**src/rtl/axis_pkg.sv**
```systemverilog
// Shared AXIS definitions: FSM state encodings and default widths.
// Imported by the packet generator and its interface users.
package axis_pkg;

  typedef enum logic [1:0] {
    IDLE = 2'd0,
    SEND = 2'd1,
    GAP  = 2'd2
  } state_e;

  localparam int AXIS_DATA_WIDTH = 8;
  localparam int AXIS_LEN_WIDTH  = 8;

endpackage

```
**src/rtl/axis_pkt_gen_if.sv**
```systemverilog
// Command + AXI-Stream bundle for axis_pkt_gen.
// master: generator side (drives cmd_ready, m_t*, busy); slave: user side.
interface axis_pkt_gen_if #(
  parameter int DATA_WIDTH = 8,
  parameter int LEN_WIDTH  = 8
) ();

  logic                  cmd_valid;
  logic                  cmd_ready;
  logic [LEN_WIDTH-1:0]  cmd_len;
  logic [DATA_WIDTH-1:0] cmd_seed;
  logic [DATA_WIDTH-1:0] cmd_step;
  logic [DATA_WIDTH-1:0] m_tdata;
  logic                  m_tvalid;
  logic                  m_tready;
  logic                  m_tlast;
  logic                  busy;

  modport master (
    input  cmd_valid, cmd_len, cmd_seed, cmd_step,
    input  m_tready,
    output cmd_ready, m_tdata, m_tvalid, m_tlast,
    output busy
  );

  modport slave (
    output cmd_valid, cmd_len, cmd_seed, cmd_step,
    output m_tready,
    input  cmd_ready, m_tdata, m_tvalid, m_tlast,
    input  busy
  );

endinterface

```
**src/rtl/axis_pkt_gen.sv**
```systemverilog
// AXI-Stream packet generator: one command -> cmd_len+1 beats of
// seed, seed+step, ... with TLAST on the final beat, then GAP_CYCLES idle.
// Ports: aclk, areset (async, active-high), bus (axis_pkt_gen_if.master:
//   cmd_valid/ready/len/seed/step, m_tdata/tvalid/tready/tlast, busy).
// Optional: AXIS_PKT_GEN_STATS_EN adds pkt_cnt[31:0] and beat_cnt[31:0].
module axis_pkt_gen
  import axis_pkg::*;
#(
  parameter int DATA_WIDTH = AXIS_DATA_WIDTH,
  parameter int LEN_WIDTH  = AXIS_LEN_WIDTH,
  parameter int GAP_CYCLES = 0
) (
  input  logic          aclk,
  input  logic          areset,
  axis_pkt_gen_if.master bus
`ifdef AXIS_PKT_GEN_STATS_EN
  ,
  output logic [31:0]   pkt_cnt,
  output logic [31:0]   beat_cnt
`endif
);

  localparam int GW =
    (GAP_CYCLES > 0) ? $clog2(GAP_CYCLES + 1) : 1;
  localparam int GAP_LAST =
    (GAP_CYCLES > 0) ? GAP_CYCLES - 1 : 0;

  state_e                state_q, state_d;
  logic [DATA_WIDTH-1:0] data_q, data_d;
  logic [DATA_WIDTH-1:0] step_q, step_d;
  logic [LEN_WIDTH-1:0]  len_q, len_d;
  logic [LEN_WIDTH-1:0]  beat_q, beat_d;
  logic [GW-1:0]         gap_q, gap_d;
  logic                  valid_q, valid_d;
  logic                  last_q, last_d;

  logic                  cmd_rdy;
  logic                  cmd_fire;
  logic                  beat_acc;
  logic [LEN_WIDTH-1:0]  beat_nxt;

  assign cmd_rdy  = (state_q == IDLE) & ~areset;
  assign cmd_fire = bus.cmd_valid & cmd_rdy;
  assign beat_acc = valid_q & bus.m_tready;
  assign beat_nxt = beat_q + LEN_WIDTH'(1);

  always_comb begin
    state_d = state_q;
    data_d  = data_q;
    step_d  = step_q;
    len_d   = len_q;
    beat_d  = beat_q;
    gap_d   = gap_q;
    valid_d = valid_q;
    last_d  = last_q;
    unique case (state_q)
      IDLE: begin
        if (cmd_fire) begin
          state_d = SEND;
          data_d  = bus.cmd_seed;
          step_d  = bus.cmd_step;
          len_d   = bus.cmd_len;
          beat_d  = '0;
          valid_d = 1'b1;
          last_d  = (bus.cmd_len == '0);
        end
      end
      SEND: begin
        if (beat_acc) begin
          data_d = data_q + step_q;
          if (last_q) begin
            valid_d = 1'b0;
            last_d  = 1'b0;
            beat_d  = '0;
            gap_d   = '0;
            state_d = (GAP_CYCLES > 0) ? GAP : IDLE;
          end else begin
            beat_d = beat_nxt;
            // tlast is registered one beat ahead
            last_d = (beat_nxt == len_q);
          end
        end
      end
      GAP: begin
        if (gap_q == GW'(GAP_LAST)) begin
          state_d = IDLE;
          gap_d   = '0;
        end else begin
          gap_d = gap_q + GW'(1);
        end
      end
      default: state_d = IDLE;
    endcase
  end

  always_ff @(posedge aclk or posedge areset) begin
    if (areset) begin
      state_q <= IDLE;
      data_q  <= '0;
      step_q  <= '0;
      len_q   <= '0;
      beat_q  <= '0;
      gap_q   <= '0;
      valid_q <= 1'b0;
      last_q  <= 1'b0;
    end else begin
      state_q <= state_d;
      data_q  <= data_d;
      step_q  <= step_d;
      len_q   <= len_d;
      beat_q  <= beat_d;
      gap_q   <= gap_d;
      valid_q <= valid_d;
      last_q  <= last_d;
    end
  end

  assign bus.cmd_ready = cmd_rdy;
  assign bus.m_tdata   = data_q;
  assign bus.m_tvalid  = valid_q;
  assign bus.m_tlast   = last_q;
  assign bus.busy      = (state_q == SEND)
                       | (state_q == GAP);

`ifdef AXIS_PKT_GEN_STATS_EN
  logic [31:0] pkt_q, pkt_d;
  logic [31:0] bcnt_q, bcnt_d;

  always_comb begin
    pkt_d  = pkt_q;
    bcnt_d = bcnt_q;
    if (beat_acc) begin
      bcnt_d = bcnt_q + 32'd1;
      if (last_q) begin
        pkt_d = pkt_q + 32'd1;
      end
    end
  end

  always_ff @(posedge aclk or posedge areset) begin
    if (areset) begin
      pkt_q  <= '0;
      bcnt_q <= '0;
    end else begin
      pkt_q  <= pkt_d;
      bcnt_q <= bcnt_d;
    end
  end

  assign pkt_cnt  = pkt_q;
  assign beat_cnt = bcnt_q;
`endif

endmodule

```
**src/flat_wrapper.sv**
```systemverilog
// flat-port wrapper written by rule: the top's interface ports become plain ports
module axis_pkt_gen_flat import axis_pkg::*;
#(
  parameter int DATA_WIDTH = AXIS_DATA_WIDTH,
  parameter int LEN_WIDTH  = AXIS_LEN_WIDTH,
  parameter int GAP_CYCLES = 0
)
  (aclk, areset, bus_cmd_valid, bus_cmd_len, bus_cmd_seed, bus_cmd_step, bus_m_tready, bus_cmd_ready, bus_m_tdata, bus_m_tvalid, bus_m_tlast, bus_busy);
  axis_pkt_gen_if #(.DATA_WIDTH(DATA_WIDTH), .LEN_WIDTH(LEN_WIDTH)) bus_i ();
  input  logic aclk;
  input  logic areset;
  input wire logic [$bits(bus_i.cmd_valid)-1:0] bus_cmd_valid;
  input wire logic [$bits(bus_i.cmd_len)-1:0] bus_cmd_len;
  input wire logic [$bits(bus_i.cmd_seed)-1:0] bus_cmd_seed;
  input wire logic [$bits(bus_i.cmd_step)-1:0] bus_cmd_step;
  input wire logic [$bits(bus_i.m_tready)-1:0] bus_m_tready;
  output wire logic [$bits(bus_i.cmd_ready)-1:0] bus_cmd_ready;
  output wire logic [$bits(bus_i.m_tdata)-1:0] bus_m_tdata;
  output wire logic [$bits(bus_i.m_tvalid)-1:0] bus_m_tvalid;
  output wire logic [$bits(bus_i.m_tlast)-1:0] bus_m_tlast;
  output wire logic [$bits(bus_i.busy)-1:0] bus_busy;
  assign bus_i.cmd_valid = bus_cmd_valid;
  assign bus_i.cmd_len = bus_cmd_len;
  assign bus_i.cmd_seed = bus_cmd_seed;
  assign bus_i.cmd_step = bus_cmd_step;
  assign bus_i.m_tready = bus_m_tready;
  assign bus_cmd_ready = bus_i.cmd_ready;
  assign bus_m_tdata = bus_i.m_tdata;
  assign bus_m_tvalid = bus_i.m_tvalid;
  assign bus_m_tlast = bus_i.m_tlast;
  assign bus_busy = bus_i.busy;
  axis_pkt_gen #(.DATA_WIDTH(DATA_WIDTH), .LEN_WIDTH(LEN_WIDTH), .GAP_CYCLES(GAP_CYCLES)) u_core (.aclk(aclk), .areset(areset), .bus(bus_i));
endmodule
```
**config.mk**
```make
export PLATFORM = sky130hd
export DESIGN_NAME = axis_pkt_gen_flat
export DESIGN_NICKNAME = d
export VERILOG_FILES = /design/src/rtl/axis_pkg.sv /design/src/rtl/axis_pkt_gen_if.sv /design/src/rtl/axis_pkt_gen.sv /design/src/flat_wrapper.sv
export SDC_FILE = /design/constraint.sdc
export NUM_CORES = 1
export LEC_CHECK = 0
export CORE_MARGIN = 3
export CORE_UTILIZATION = 46
export DETAILED_ROUTE_END_ITERATION = 6
export PLACE_DENSITY = 0.83
export SYNTH_ARGS = -nofsm -noshare
export SYNTH_HDL_FRONTEND = slang
export SYNTH_SLANG_ARGS = --single-unit
```
**constraint.sdc**
```tcl
create_clock -name aclk -period 2 [get_ports aclk]
set_clock_uncertainty 0.15 [all_clocks]
set_input_delay 0.3 -clock aclk [delete_from_list [all_inputs] [get_ports aclk]]
set_output_delay 0.3 -clock aclk [all_outputs]
set_load 0.005 [all_outputs]
```
==> results.ini, run 1 <==
[run_status]
status=complete, but fails checks
violations=negative setup slack

[layout]
layout_common_cells=clkdlybuf4s50_1 (39), dfrtp_1 (34), o21ai_0 (22)
syn_to_final_growth_pct=32.1
antenna_cells=0
fin_area_um2=2570
finish.net_count=282
instances_no_fill=293
final_common_cell=clkdlybuf4s50_1
final_util=0.666
drive_gt1_frac=0.188

[sta]
max_slew_margin=0.715
rsz0062_at_grt=yes
worst_pin_slew_ns=0.424
fin_ws_ns=-0.179
clock.fmax_mhz=459
whs_ns=0.288
period_share=1.09
drv_slew=0
hold_violations=0
setup_viol=3
finalCriticalPeriod_ns=2.18
finalSetupTns_ns=-0.188

[synthesis]
ys_seq_area_frac=0.438
yosysUniqueCellTypes=46
yosys_warnings=0
synth_edf_count=0
synth_cells=191
synth_top_cell_by_area=dfrtp_1
synth_top_cell_area_share=0.438
synthFlopType=dfrtp_1
netlist_area_um2=1940
synth_area_leaders=dfrtp_1 (44%), mux2_2 (8.1%), o21ai_0 (5.7%), ha_1 (5.2%), xnor2_1 (4.1%)
synth-seq-cells=34
synthArstFlopShare=1.00
syn-num-nets=228
avgSynthCellArea_um2=10.2

[power_and_ir_drop]
pwr-share-seq=0.327
leakage_nw=1.13
power.density_nw_per_um2=1440
ir_drop_uv=902
p_total_mw=3.69
netSwitchingFraction=0.365
p_int_mw=2.34
power_frac_clock=0.128
power.switching_mw=1.35
p_comb_frac=0.545

[critical_path]
cp.arrival_ns=2.26
start_kind=register
cp.depth=9
crit_path_max_incr_delay_ns=0.48
r2r_start=u_core.step_q[0]
worst-setup-path-type=register to register
cpLargestDelayFamily=simple AND/OR/NAND/NOR gates
regToRegSetupSlack_ns=-0.18
crit_start=u_core.step_q[0]
r2r-end=u_core.bus.m_tdata[6]
worst-path-buf-inv=1
endpoint=u_core.bus.m_tdata[6]
crit_required_ns=2.08
path_cells=ha_2 -> inv_2 -> fa_2 -> and2b_2 -> nor3_2 -> o21bai_1 -> a21oi_1 -> or4b_1 -> nand3_1
worstRegToRegCells=9
cp-end-kind=register
critPathMaxFanout=2
critical-path-slowest-cell=or4b_1

[detailed_routing]
first_pass_iters=4
routed_via_density=5.53
routed_wl_mm=4.22
drtIter0Drc=71
wl_per_cell_um=14.4
detail-route-antenna-nets=0
drcViolationCount=0
dr_total_vias=1619

[place]
place.gp.congestion=0.851
preCtsSetupSlack_ns=-0.155
dpl_cell_area_um2=2470
io_buffers=39
placed_cells=285
hpwlAfterDp_mm=3.17

[floorplanning]
start_util=0.504
core_um2=3850
dieArea_um2=5040
die_y_um=71.0
dieWidth_um=71.0
row_count=22
pin_count=40

[cts]
worstSkewPairLatency_ns=0.29
clock-sinks=34
htreeDepth=2
cts_made_buffers=5
clkSlewWorstSetupHoldPaths_ns=0.07
root_buffer=clkbuf_8
ctsLongestPathBuffers=2
cts_tree=yes

[run]
drv_cap=0

[global_routing]
grt_max_degree=35
grt_pass1_vias=1506
grtUsageTotal=0.178
antenna_found_initial=0
grt_first_pass_wirelength_mm=7.08
grt_remaining_overflow=0

[worst_hold_path]
hold_path_class=input port to asynchronous set/reset pin

[area by class of cell]
class,count,area [um2]
Clock buffer,5,68.8
Sequential cell,34,851
Multi-Input combinational cell,142,1040
Fill cell,307,1290
Tap cell,48,60.1
Clock inverter,2,10.0
Inverter,7,26.3
Timing Repair Buffer,55,510
[worst min-delay path by stage]
| stage | cells past startpoint | end | slack, ns | from |
|---|---|---|---|---|
| floorplan | 2 | u_core.step_q[1] | 0.27 | bus_cmd_step[1] |
| global route | 3 | u_core.beat_q[1] | 0.34 | areset |
| finish | 3 | u_core.bus.m_tdata[6] | 0.29 | areset |
| CTS | 3 | u_core.len_q[3] | 0.29 | areset |
| detailed placement | 1 | u_core.beat_q[7] | 0.35 | u_core.beat_q[7] |
| global placement | 1 | u_core.beat_q[7] | 0.34 | u_core.beat_q[7] |
[flip-flops by register name, summed over array words and instances (netlist names)]
signal and flops:
u_core.len_q 8, u_core.step_q 8, u_core.bus.m_tlast 1, u_core.state_q 1, u_core.bus.m_tdata 8, u_core.beat_q 8
[power by group through the flow]
stage | registers (mW) | clock network (mW) | logic, mW
floorplan | 1.18 | 0 | 1.31
global placement | 1.20 | 0 | 1.91
detailed placement | 1.22 | 0 | 1.96
CTS | 1.21 | 0.491 | 1.99
global route | 1.24 | 0.517 | 2.24
finish | 1.21 | 0.472 | 2.01
[per-layer routing]
layer	track usage	wire length (um)
met4	0.0626	68
met3	0.0497	232
met1	0.252	1980
met2	0.260	1940
met5	0	0
[cell usage after synthesis (3+ instances only)]
| master | n |
|---|---|
| buf_2 | 4 |
| xor2_1 | 5 |
| nor4_1 | 3 |
| ha_1 | 8 |
| dfrtp_1 | 34 |
| o21ai_0 | 22 |
| a31oi_1 | 3 |
| mux2_2 | 14 |
| inv_1 | 7 |
| nor2_1 | 10 |
| xnor2_1 | 9 |
| nand3_1 | 5 |
| mux2i_1 | 5 |
| nand2_1 | 13 |
| a21oi_1 | 7 |
| o31ai_1 | 3 |
[cells by family (layout without fill, tap and decap cells)]
family,Yosys count,in the layout,synth area share
AOI/OAI and AO/OA,51,51,0.164
xor gates and xnor gates,14,14,0.0631
adders and majority gates,9,9,0.0618
buffers and inverters,15,69,0.0335
DFF,34,34,0.438
muxes,19,19,0.107
and+or+nand+nor,49,49,0.133
[what timing repair did]
| action | in CTS | in global routing |
|---|---|---|
| setup buffers | 0 | 1 |
| gates resized for setup | 2 | 1 |
| pin swaps | 1 | 1 |
| hold buffers | 0 | 0 |
| endpoints found under the setup margin | 2 | 4 |
[tightest hold or removal path: stages]
cell             delay, ns
clkdlybuf4s50_1       0.42
inv_1                 0.06
buf_4                 0.37
No activity file was read; power rests on OpenSTA's default activity.
==> inputs of run 2 (changes only) <==
--- a/config.mk
+++ b/config.mk
@@ -6,9 +6,9 @@
 export NUM_CORES = 1
 export LEC_CHECK = 0
 export CORE_MARGIN = 3
-export CORE_UTILIZATION = 46
+export CORE_UTILIZATION = 35
 export DETAILED_ROUTE_END_ITERATION = 6
-export PLACE_DENSITY = 0.83
+export PLACE_DENSITY = 0.67
 export SYNTH_ARGS = -nofsm -noshare
 export SYNTH_HDL_FRONTEND = slang
 export SYNTH_SLANG_ARGS = --single-unit
==> results.ini, run 2 (same netlist as run 1, synthesis figures left out) <==
[run_status]
status=complete, but fails checks  ; unchanged
violations=negative setup slack  ; unchanged

[global_routing]
top_usage_layer=met2  ; unchanged
grt_pass1_vias=1582  ; was 1506
antenna_found_initial=0  ; unchanged
grtUsageTotal=0.149  ; was 0.178
grt_first_pass_wirelength_mm=7.49  ; was 7.08 mm
grt.met3_usage=0.0404  ; was 0.0497
grt_remaining_overflow=0  ; unchanged
grt_max_degree=35  ; unchanged
met2_usage=0.226  ; was 0.260
use_met1=0.206  ; was 0.252

[sta]
drv_slew=0  ; unchanged
rsz0062_at_grt=yes  ; unchanged
worst_pin_slew_ns=0.440  ; was 0.424 ns
finalSetupTns_ns=-0.148  ; was -0.188 ns
fin_ws_ns=-0.148  ; was -0.179 ns
clock.fmax_mhz=465  ; was 459 MHz
max_slew_margin=0.707  ; was 0.715
finalCriticalPeriod_ns=2.15  ; was 2.18 ns
hold_violations=0  ; unchanged
setup_viol=1  ; was 3
whs_ns=0.294  ; was 0.288 ns
period_share=1.07  ; was 1.09

[critical_path]
r2r-end=u_core.bus.m_tdata[6]  ; unchanged
regToRegSetupSlack_ns=-0.15  ; was -0.18 ns
crit_start=u_core.step_q[0]  ; unchanged
worstRegToRegCells=9  ; unchanged
crit_required_ns=2.08  ; about the same
cp.arrival_ns=2.23  ; was 2.26 ns
endpoint=u_core.bus.m_tdata[6]  ; unchanged
start_kind=register  ; unchanged
cpLargestDelayFamily=simple AND/OR/NAND/NOR gates  ; unchanged
path_cells=ha_2 -> inv_2 -> fa_2 -> and2b_2 -> nor3_2 -> o21bai_1 -> a21oi_1 -> or4b_1 -> nand3_1  ; unchanged
r2r_start=u_core.step_q[0]  ; unchanged
worst-setup-path-type=register to register  ; unchanged
cp-end-kind=register  ; unchanged
worst-path-buf-inv=1  ; unchanged
crit_path_max_incr_delay_ns=0.46  ; was 0.48 ns
critical-path-slowest-cell=or4b_1  ; unchanged
critPathMaxFanout=2  ; unchanged
cp.depth=9  ; unchanged

[place]
dpl_cell_area_um2=2500  ; was 2470 um2
io_buffers=39  ; unchanged
place.gp.congestion=0.815  ; was 0.851
hpwlAfterDp_mm=3.19  ; was 3.17 mm
preCtsSetupSlack_ns=-0.139  ; was -0.155 ns

[cts]
ctsLongestPathBuffers=2  ; unchanged
clkSlewWorstSetupHoldPaths_ns=0.07  ; about the same
worstSkewPairLatency_ns=0.29  ; about the same
clock-sinks=34  ; unchanged
cts_tree=yes  ; unchanged
root_buffer=clkbuf_8  ; unchanged
htreeDepth=2  ; unchanged
ctsHoldBuffers=0  ; unchanged
cts_made_buffers=5  ; unchanged

[detailed_routing]
routed_wl_mm=4.39  ; was 4.22 mm
detail-route-antenna-nets=0  ; unchanged
first_pass_iters=4  ; unchanged
wl_per_cell_um=13.9  ; was 14.4 um
dr_total_vias=1624  ; was 1619
drtIter0Drc=52  ; was 71
routed_via_density=5.16  ; was 5.53
drcViolationCount=0  ; unchanged

[floorplanning]
pin_count=40  ; unchanged
row_count=26  ; was 22
start_util=0.371  ; was 0.504
core_um2=5240  ; was 3850 um2
dieArea_um2=6480  ; was 5040 um2
dieWidth_um=80.5  ; was 71.0 um
die_y_um=80.5  ; was 71.0 um

[run]
drv_cap=0  ; unchanged

[layout]
syn_to_final_growth_pct=33.8  ; was 32.1%
antenna_cells=0  ; unchanged
fin_area_um2=2600  ; was 2570 um2
finish.net_count=281  ; was 282
drive_gt1_frac=0.184  ; was 0.188
final_common_cell=clkdlybuf4s50_1  ; unchanged
layout_common_cells=clkdlybuf4s50_1 (39), dfrtp_1 (34), o21ai_0 (22)  ; unchanged

[power_and_ir_drop]
power.density_nw_per_um2=1430  ; was 1440 nW/um2
ir_drop_uv=852  ; was 902 uV
p_total_mw=3.72  ; was 3.69 mW
leakage_nw=1.13  ; about the same

[worst_hold_path]
hold_path_class=input port to asynchronous set/reset pin  ; unchanged

[run 2: cell count changes in the layout (fill, tap and decap cells not counted)]
cell | before | now
clkbuf_1 | 0 | 1
buf_4 | 16 | 15
clkbuf_8 | 5 | 6
clkinv_2 | 2 | 1
[run 2: how the worst min path moves through the flow]
stage	from	end	slack (ns)	cells after the start
after floorplan	bus_cmd_step[1]	u_core.step_q[1]	0.27	2
after global placement	u_core.step_q[6]	u_core.step_q[6]	0.35	1
after detailed placement	u_core.beat_q[7]	u_core.beat_q[7]	0.35	1
after CTS	areset	u_core.state_q[0]	0.31	3
after global routing	areset	u_core.beat_q[5]	0.37	3
final	areset	u_core.state_q[0]	0.29	3
[run 2: worst min-delay path: cells and delay by family]
kind,cells,cell delay [ns]
buffers and inverters,3,0.85
[run 2: what timing repair did]
item | 4_1_cts | 5_1_grt
pin swaps | 1 | 0
buffers inserted | 0 | 0
endpoints found under the setup margin | 4 | 4
resized for setup | 3 | 0
[run 2: power breakdown]
group | total, mW | internal (mW) | switching (mW)
Clock | 0.522 | 0.278 | 0.244
Combinational | 1.99 | 1.12 | 0.868
Sequential | 1.21 | 0.979 | 0.235
Total | 3.72 | 2.38 | 1.35
[run 2: cell type report]
type	instances	area (um2)
multi-input combinational	142	1040
sequential	34	851
inverter	7	26.3
timing repair buffer	54	503
clock buffer	7	86.3
tap	70	87.6
fill	497	2640
clock inverter	1	5.00
[run 2: per-stage QoR]
step,utilization,instances
after floorplan,-,191
after global placement,0.477,307
after detailed placement,0.477,307
after CTS,0.496,315
after global routing,0.496,315
final,0.496,315
[run 2: per-layer routing]
metal	vias to the layer above	share of wire
met4	0	0.014
met5	-	0
met1	783	0.49
met2	37	0.45
met3	6	0.046
li1	798	-
==> patch: new RTL, config.mk and constraints of run 1 <==
Change the package constant `AXIS_LEN_WIDTH` from 8 to 16.
--- a/src/rtl/axis_pkg.sv
+++ b/src/rtl/axis_pkg.sv
@@ -9,7 +9,7 @@
   } state_e;
 
   localparam int AXIS_DATA_WIDTH = 8;
-  localparam int AXIS_LEN_WIDTH  = 8;
+  localparam int AXIS_LEN_WIDTH  = 16;
 
 endpackage
 
Interface: changed (resized bus_cmd_len); port bits go from 40 to 48. No check against the original RTL was run, so the function may have changed too.
==> patch against run 1 <==
  * The run still ends with negative setup slack left
  * Count of clock-buffer cells in the layout up 1
  * Synthesized area is 52% higher
  * Routed wire length rose by 71%
  * Sequential cell count increased by 16
  * Final area grew 54%
  * Critical path depth rose by 1
  * Worst setup slack worse by 0.082 ns
  * Power rose by 34%
==> patch: results (changes against run 1) <==
* Status: finished, violations left (unchanged)
* Failing checks: negative setup slack (unchanged)
* Initial DRC Count at 166 (was 71)
* Flop pwr share at 0.343 (was 0.327)
* Finish-stage setup viols at 4 (was 3)
* Seq/Total Area, Yosys at 0.424 (was 0.438)
* WL/cell at 16.1 um (was 14.4 um)
* Largest net degree at the start of global routing at 22 (was 35)
* Global-route wire length before repair at 12.0 mm (was 7.08 mm)
* Setup TNS at -0.550 ns (was -0.188 ns)
* Net count after synthesis at 343 (was 228)
* Syn_area_per_cell at 9.90 um2 (was 10.2 um2)
* Layout cells sized above 1 at 0.264 (was 0.188)
* Clock Power Share at 0.116 (was 0.128)
* Met2 WL post-DR at 3.68 mm (was 1.94 mm)
* Total power at 4.94 mW (was 3.69 mW)
* Leakage at 1.66 nW (was 1.13 nW)
* Half-perimeter wire length after placement at 5.36 mm (was 3.17 mm)
* Metal3 WL at 278 um (was 232 um)
* RePlAce Congestion at 0.852 (was 0.851)
* Via count of the first global-routing pass at 2,505 (was 1,506)
* Fin worst setup slack at -0.261 ns (was -0.179 ns)
* Least-Margin Pin Slew at 0.354 ns (was 0.424 ns)
* Vias at 2,552 (was 1,619)
* Fillers at 448 (was 307)
* Cells after DPL at 437 (was 285)
* Final WL at 7.24 mm (was 4.22 mm)
==> patch: per-layer routing <==
metal / track usage / vias up
met1: 0.264 / 1248
met4: 0.0806 / 0
met5: 0 / -
li1: - / 1213
met3: 0.0307 / 15
met2: 0.343 / 76
==> patch: kinds of logic after synthesis <==
group	synth area share
buffers and inverters	0.0403
and+or+nand+nor	0.168
xor gates and xnor gates	0.0772
adders and majority gates	0.0407
AOI/OAI and AO/OA	0.148
muxes	0.102
DFF	0.424
==> patch: path summary, 6_finish.rpt <==
check	from	to	slack [ns]
min reg2reg	u_core.beat_q[15]	u_core.beat_q[15]	0.36
max	u_core.bus.m_tdata[0]	u_core.bus.m_tdata[6]	-0.26
min	areset	u_core.bus.m_tdata[2]	0.25
max in group asynchronous	areset	u_core.beat_q[5]	1.04
max reg2reg	u_core.bus.m_tdata[0]	u_core.bus.m_tdata[6]	-0.26
min in group aclk	u_core.beat_q[15]	u_core.beat_q[15]	0.36
==> patch: area by class of cell <==
cell class | instances | area (um2) | share of cell area
Multi-Input combinational cell | 226 | 1710 | 0.434
Sequential cell | 50 | 1250 | 0.318
Timing Repair Buffer | 85 | 781 | 0.198
Tap cell | 75 | 93.8 | 0.0238
Clock buffer | 6 | 72.6 | 0.0184
Inverter | 7 | 26.3 | 0.00666
Clock inverter | 1 | 7.51 | 0.00190
==> patch: worst max-delay path, cell delays in order (launching register included) <==
cell and delay, ns:
dfrtp_1 0.37, ha_2 0.20, inv_2 0.04, fa_2 0.38, nor2b_4 0.15, o21ai_2 0.08, a21boi_2 0.15, o21a_1 0.17
o21a_1 0.15, o31ai_1 0.07, mux2_2 0.26
==> patch: what timing repair did <==
| action | CTS | global route |
|---|---|---|
| setup buffers | 4 | 4 |
| endpoints found under the setup margin | 4 | 6 |
| resized for setup | 9 | 19 |
| pin swaps | 4 | 14 |
